### config.mk
export PLATFORM = sky130hd
export DESIGN_NAME = hamming74_serial_rx
export DESIGN_NICKNAME = d
export VERILOG_FILES = /design/src/rtl/hamming74_serial_rx.sv
export SDC_FILE = /design/constraint.sdc
export NUM_CORES = 1
export LEC_CHECK = 0
export ABC_AREA = 1
export ABC_CLOCK_PERIOD_IN_PS = 1350
export BUFFER_PORTS_ARGS = -buffer_cell sky130_fd_sc_hd__buf_2
export CAP_MARGIN = 0
export CORE_UTILIZATION = 51
export DETAILED_ROUTE_END_ITERATION = 8
export GPL_ROUTABILITY_DRIVEN = 1
export GPL_TIMING_DRIVEN = 0
export PLACE_DENSITY = 0.71
export SYNTH_ARGS = -nofsm -noshare
export SYNTH_HDL_FRONTEND = slang
export SYNTH_SLANG_ARGS = --single-unit
### constraint.sdc
create_clock -name clk -period 1.35 [get_ports clk]
set_clock_uncertainty 0.15 [all_clocks]
set_input_delay 0.2025 -clock clk [delete_from_list [all_inputs] [get_ports clk]]
set_output_delay 0.2025 -clock clk [all_outputs]
set_load 0.01 [all_outputs]
### src/rtl/hamming74_serial_rx.sv
// Bit-serial (7,4) Hamming receiver: frames start/7 data/stop, corrects single-bit
// errors and keeps a saturating count of corrected codewords.
module hamming74_serial_rx #(
  parameter int CNT_W = 8
) (
  input  logic             clk,
  input  logic             rst,
  input  logic             sin,
  input  logic             sin_valid,
  input  logic             clr_count,
  output logic [3:0]       data_out,
  output logic [2:0]       syndrome_out,
  output logic             out_valid,
  output logic             corrected,
  output logic             framing_err,
  output logic [CNT_W-1:0] corr_count
);

  typedef enum logic [1:0] {
    IDLE = 2'd0,
    DATA = 2'd1,
    STOP = 2'd2
  } state_t;

  localparam logic [CNT_W-1:0] CNT_MAX = '1;

  state_t     state;
  logic [2:0] idx;
  logic [6:0] sr;

  logic [2:0] syn;
  logic [3:0] raw;
  logic [3:0] fix;
  logic       accept;

  // Syndrome {A,B,C} read as a bit-reversed codeword position selects the bit to flip.
  always_comb begin
    syn = {sr[0] ^ sr[2] ^ sr[4] ^ sr[6],
           sr[1] ^ sr[2] ^ sr[5] ^ sr[6],
           sr[3] ^ sr[4] ^ sr[5] ^ sr[6]};
    raw = {sr[6], sr[5], sr[4], sr[2]};
    fix = raw;
    case (syn)
      3'b110:  fix[0] = ~raw[0];
      3'b101:  fix[1] = ~raw[1];
      3'b011:  fix[2] = ~raw[2];
      3'b111:  fix[3] = ~raw[3];
      default: fix = raw;
    endcase
  end

  assign accept = (state == STOP) && sin_valid && sin;

  always_ff @(posedge clk) begin
    if (rst) begin
      state        <= IDLE;
      idx          <= 3'd0;
      sr           <= 7'd0;
      data_out     <= 4'd0;
      syndrome_out <= 3'd0;
      out_valid    <= 1'b0;
      corrected    <= 1'b0;
      framing_err  <= 1'b0;
      corr_count   <= '0;
    end else begin
      out_valid   <= 1'b0;
      framing_err <= 1'b0;
      if (sin_valid) begin
        case (state)
          IDLE: begin
            if (!sin) begin
              state <= DATA;
              idx   <= 3'd0;
            end
          end
          DATA: begin
            sr[idx] <= sin;
            if (idx == 3'd6) state <= STOP;
            else             idx   <= idx + 3'd1;
          end
          STOP: begin
            // A bad stop bit is consumed here, never re-read as a start bit.
            state <= IDLE;
            idx   <= 3'd0;
            if (sin) begin
              data_out     <= fix;
              syndrome_out <= syn;
              corrected    <= (syn != 3'd0);
              out_valid    <= 1'b1;
            end else begin
              framing_err  <= 1'b1;
            end
          end
          default: state <= IDLE;
        endcase
      end
      if (clr_count)
        corr_count <= '0;
      else if (accept && (syn != 3'd0) && (corr_count != CNT_MAX))
        corr_count <= corr_count + CNT_W'(1);
    end
  end

endmodule

==> run summary <==
Status: finished, violations left
Failing checks: negative setup slack
Multiplexer share of the synthesized area: 0
Final setup margin: -262 ps
Gr ovfl total: 0
Post-Syn Instances: 243
Relative slew slack: 0.606
Final net count: 304
Critical Path AT: 1710 ps
DR pass1 iterations: 5
Internal: 0.00132 W
Core outline area: 3050 sq um
Seq cells post-synth: 30
Synthesis Warnings: 0
Layout Area Growth over Synthesis: 49.5%
Logic pwr share: 0.159
ANT nets after route: 0
Pin count of the biggest net entering global routing: 11
Net Sw Frac: 0.281
Simple-Gate Fraction of Synth Area: 0.346
Worst Max-Slew Pin Slew: 592 ps
Worst vdd ir: 0.794 mV
Post-synth EDFFs: 0
# diodes: 0
Worst setup path category: reg2reg
Initial antenna violation count: 0
DIE HEIGHT: 58.7 um
Yosys cell types: 25
Clock power frac: 0.348
Area leader, netlist: dfxtp_1
Required time of the worst setup path: 1450 ps
Setup Viol. Count Final: 20
Top-area cell type share of the netlist area: 0.366
Commonest non-fill, non-tap cell in the layout: nand2_1
Share of power burned in registers: 0.494
Worst min-delay path category: in2reg
Max-cap violations: 0
Syn_area_per_cell: 6.76 sq um
Minimum clock period: 1610 ps
Max Fclk: 620 MHz
RSZ-0062 raised after global routing: true
Worst-path fanout max: 5
Violation count after the first detailed-route iteration: 84
Synth Cell Area: 1640 sq um
Dpl hpwl: 2530 um
Switching Power: 0.000515 W
Type of element capturing the critical path: flip-flop
Largest family of logic cells by synthesized area: simple AND/OR/NAND/NOR gates
Final instance area: 2450 sq um
Largest cells by area after synthesis: dfxtp_1 (37%), nand2_1 (14%), inv_1 (6.6%)
CTS root buffer: clkbuf_4
Synth Area in XOR/XNOR: 0.0473
Reg clk slew, reported paths: 110 ps
Proportion of layout cells with a drive suffix above 1: 0.478
Post-route setup TNS: -3250 ps
Vias per inst: 5.09
Final critical-path share of the clock period: 1.19
Most frequent cells in the layout: nand2_1 (46), inv_1 (24), buf_2 (23)
Adder-cell share of the synthesized area: 0.0229
Clock sinks: 30
Chip width: 58.7 um
Max-slew violations: 0
TritonCTS buffer count: 5
Leakage power: 1.09 nW
IO buf count: 21
DR WL/cell: 13.1 um
Final wirelength: 4470 um
Die Area: 3450 sq um
Initial cell density of the core: 0.538
First-pass GRT wire length: 6300 um
Cell Pwr Density: 746 nW/um^2
CTS tree: built
Htree depth: 2
RD Place Congestion: 0.835
Cell Rows: 20
Startpoint Class: flip-flop
Ys async rst share: 0
Sequential element share of the synthesized area: 0.366
Placed Area: 1860 sq um
Hold Fails Final Rpt: 0
Total track usage: 0.244
Syn_nets: 251
Worst-Skew Late Latency: 330 ps
Number of top-level pins: 23
Vias: 1736
Top_reg_cell synth: dfxtp_1
DRC Markers: 0
Longest Clk Path Bufs: 2
Vias in the first global route: 1420
Post-synthesis compound-gate area fraction: 0.122
## synthesized netlist by cell type, types with 2 or more instances
| cell type | number |
|---|---|
| a21oi_1 | 19 |
| nor2_1 | 25 |
| clkbuf_1 | 2 |
| o21ai_1 | 2 |
| xnor2_1 | 3 |
| nor2_2 | 3 |
| nand3_4 | 2 |
| inv_1 | 29 |
| dfxtp_1 | 30 |
| nand2_1 | 62 |
| ha_1 | 3 |
| o211ai_1 | 4 |
| buf_2 | 3 |
| o21ai_0 | 10 |
| inv_2 | 7 |
| nand4_1 | 9 |
| nor3_1 | 4 |
| nand2_2 | 6 |
| xor2_1 | 4 |
| nand3_1 | 11 |
## per-layer routing
layer  part of all wire  global-route usage  vias to the layer above
met3              0.025              0.0791                        9
met4              0.018               0.116                        0
met1               0.47               0.322                      809
met2               0.49               0.360                       25
li1                   -                   -                      893
met5                  0                   0                        -
## final timing paths
path              slack [ps]              end  depth (start not counted)       startpoint
hold reg to reg          350  syndrome_out[0]                          2  syndrome_out[0]
setup / recovery        -260    corr_count[5]                          7            sr[4]
hold / removal            20            sr[2]                          4              rst
setup reg to reg        -260    corr_count[5]                          7            sr[4]
## registers in the layout, indices dropped and copies added (netlist names)
name          cells
sr                7
idx               3
corrected         1
syndrome_out      3
data_out          4
framing_err       1
out_valid         1
state             2
corr_count        8
## layout make-up
type                            count  area (sq um)
Multi-Input combinational cell    174          1180
Sequential cell                    30           651
Fill cell                         213           598
Timing Repair Buffer               44           302
Inverter                           36           160
Clock buffer                        6          62.6
Tap cell                           44          55.1
Buffer                              5          31.3
Clock inverter                      2          10.0
## through the flow
| step | power, W | util | setup WS (ps) | std cells | hold slack (ps) |
|---|---|---|---|---|---|
| 2_1_floorplan | 0.00103 | - | -45.6 | 243 | 220 |
| 3_3_place_gp | 0.00106 | 0.610 | -201 | 308 | 316 |
| 3_5_place_dp | 0.00107 | 0.610 | -212 | 308 | 323 |
| 4_1_cts | 0.00174 | 0.704 | -188 | 329 | 6.02 |
| 5_1_grt | 0.00191 | 0.804 | -335 | 341 | 22.1 |
| 6_report | 0.00183 | 0.804 | -262 | 341 | 22.0 |
## critical path, stage by stage, from the launching register on
cell     delay, ps
dfxtp_4        440
xor2_1         200
nand2_1        120
nand2_4        130
nand3_4        140
nand3_4        150
nand2_1         80
a21oi_2        110
## power groups by stage
stage	registers [W]	logic, W	clock network [W]
6_report	0.000904	0.000291	0.000636
5_1_grt	0.000906	0.000311	0.000693
4_1_cts	0.000898	0.000188	0.000651
3_5_place_dp	0.000924	0.000142	0
3_3_place_gp	0.000924	0.000139	0
2_1_floorplan	0.000922	0.000107	0
## logic make-up after synthesis
group / after synthesis
compound gates: 37
xor+xnor: 8
fa+ha+maj: 3
buf+inv: 41
flops: 30
simple gates: 124
## what timing repair did
item / CTS / global route
hold endpoints to repair: 2 / 0
hold buffers: 1 / 0
pin swaps: 8 / 20
gates cloned: 2 / 1
setup buffers: 10 / 11
endpoints found under the setup margin: 28 / 28
gates resized for setup: 37 / 63
(Power assumes the default switching activity.)
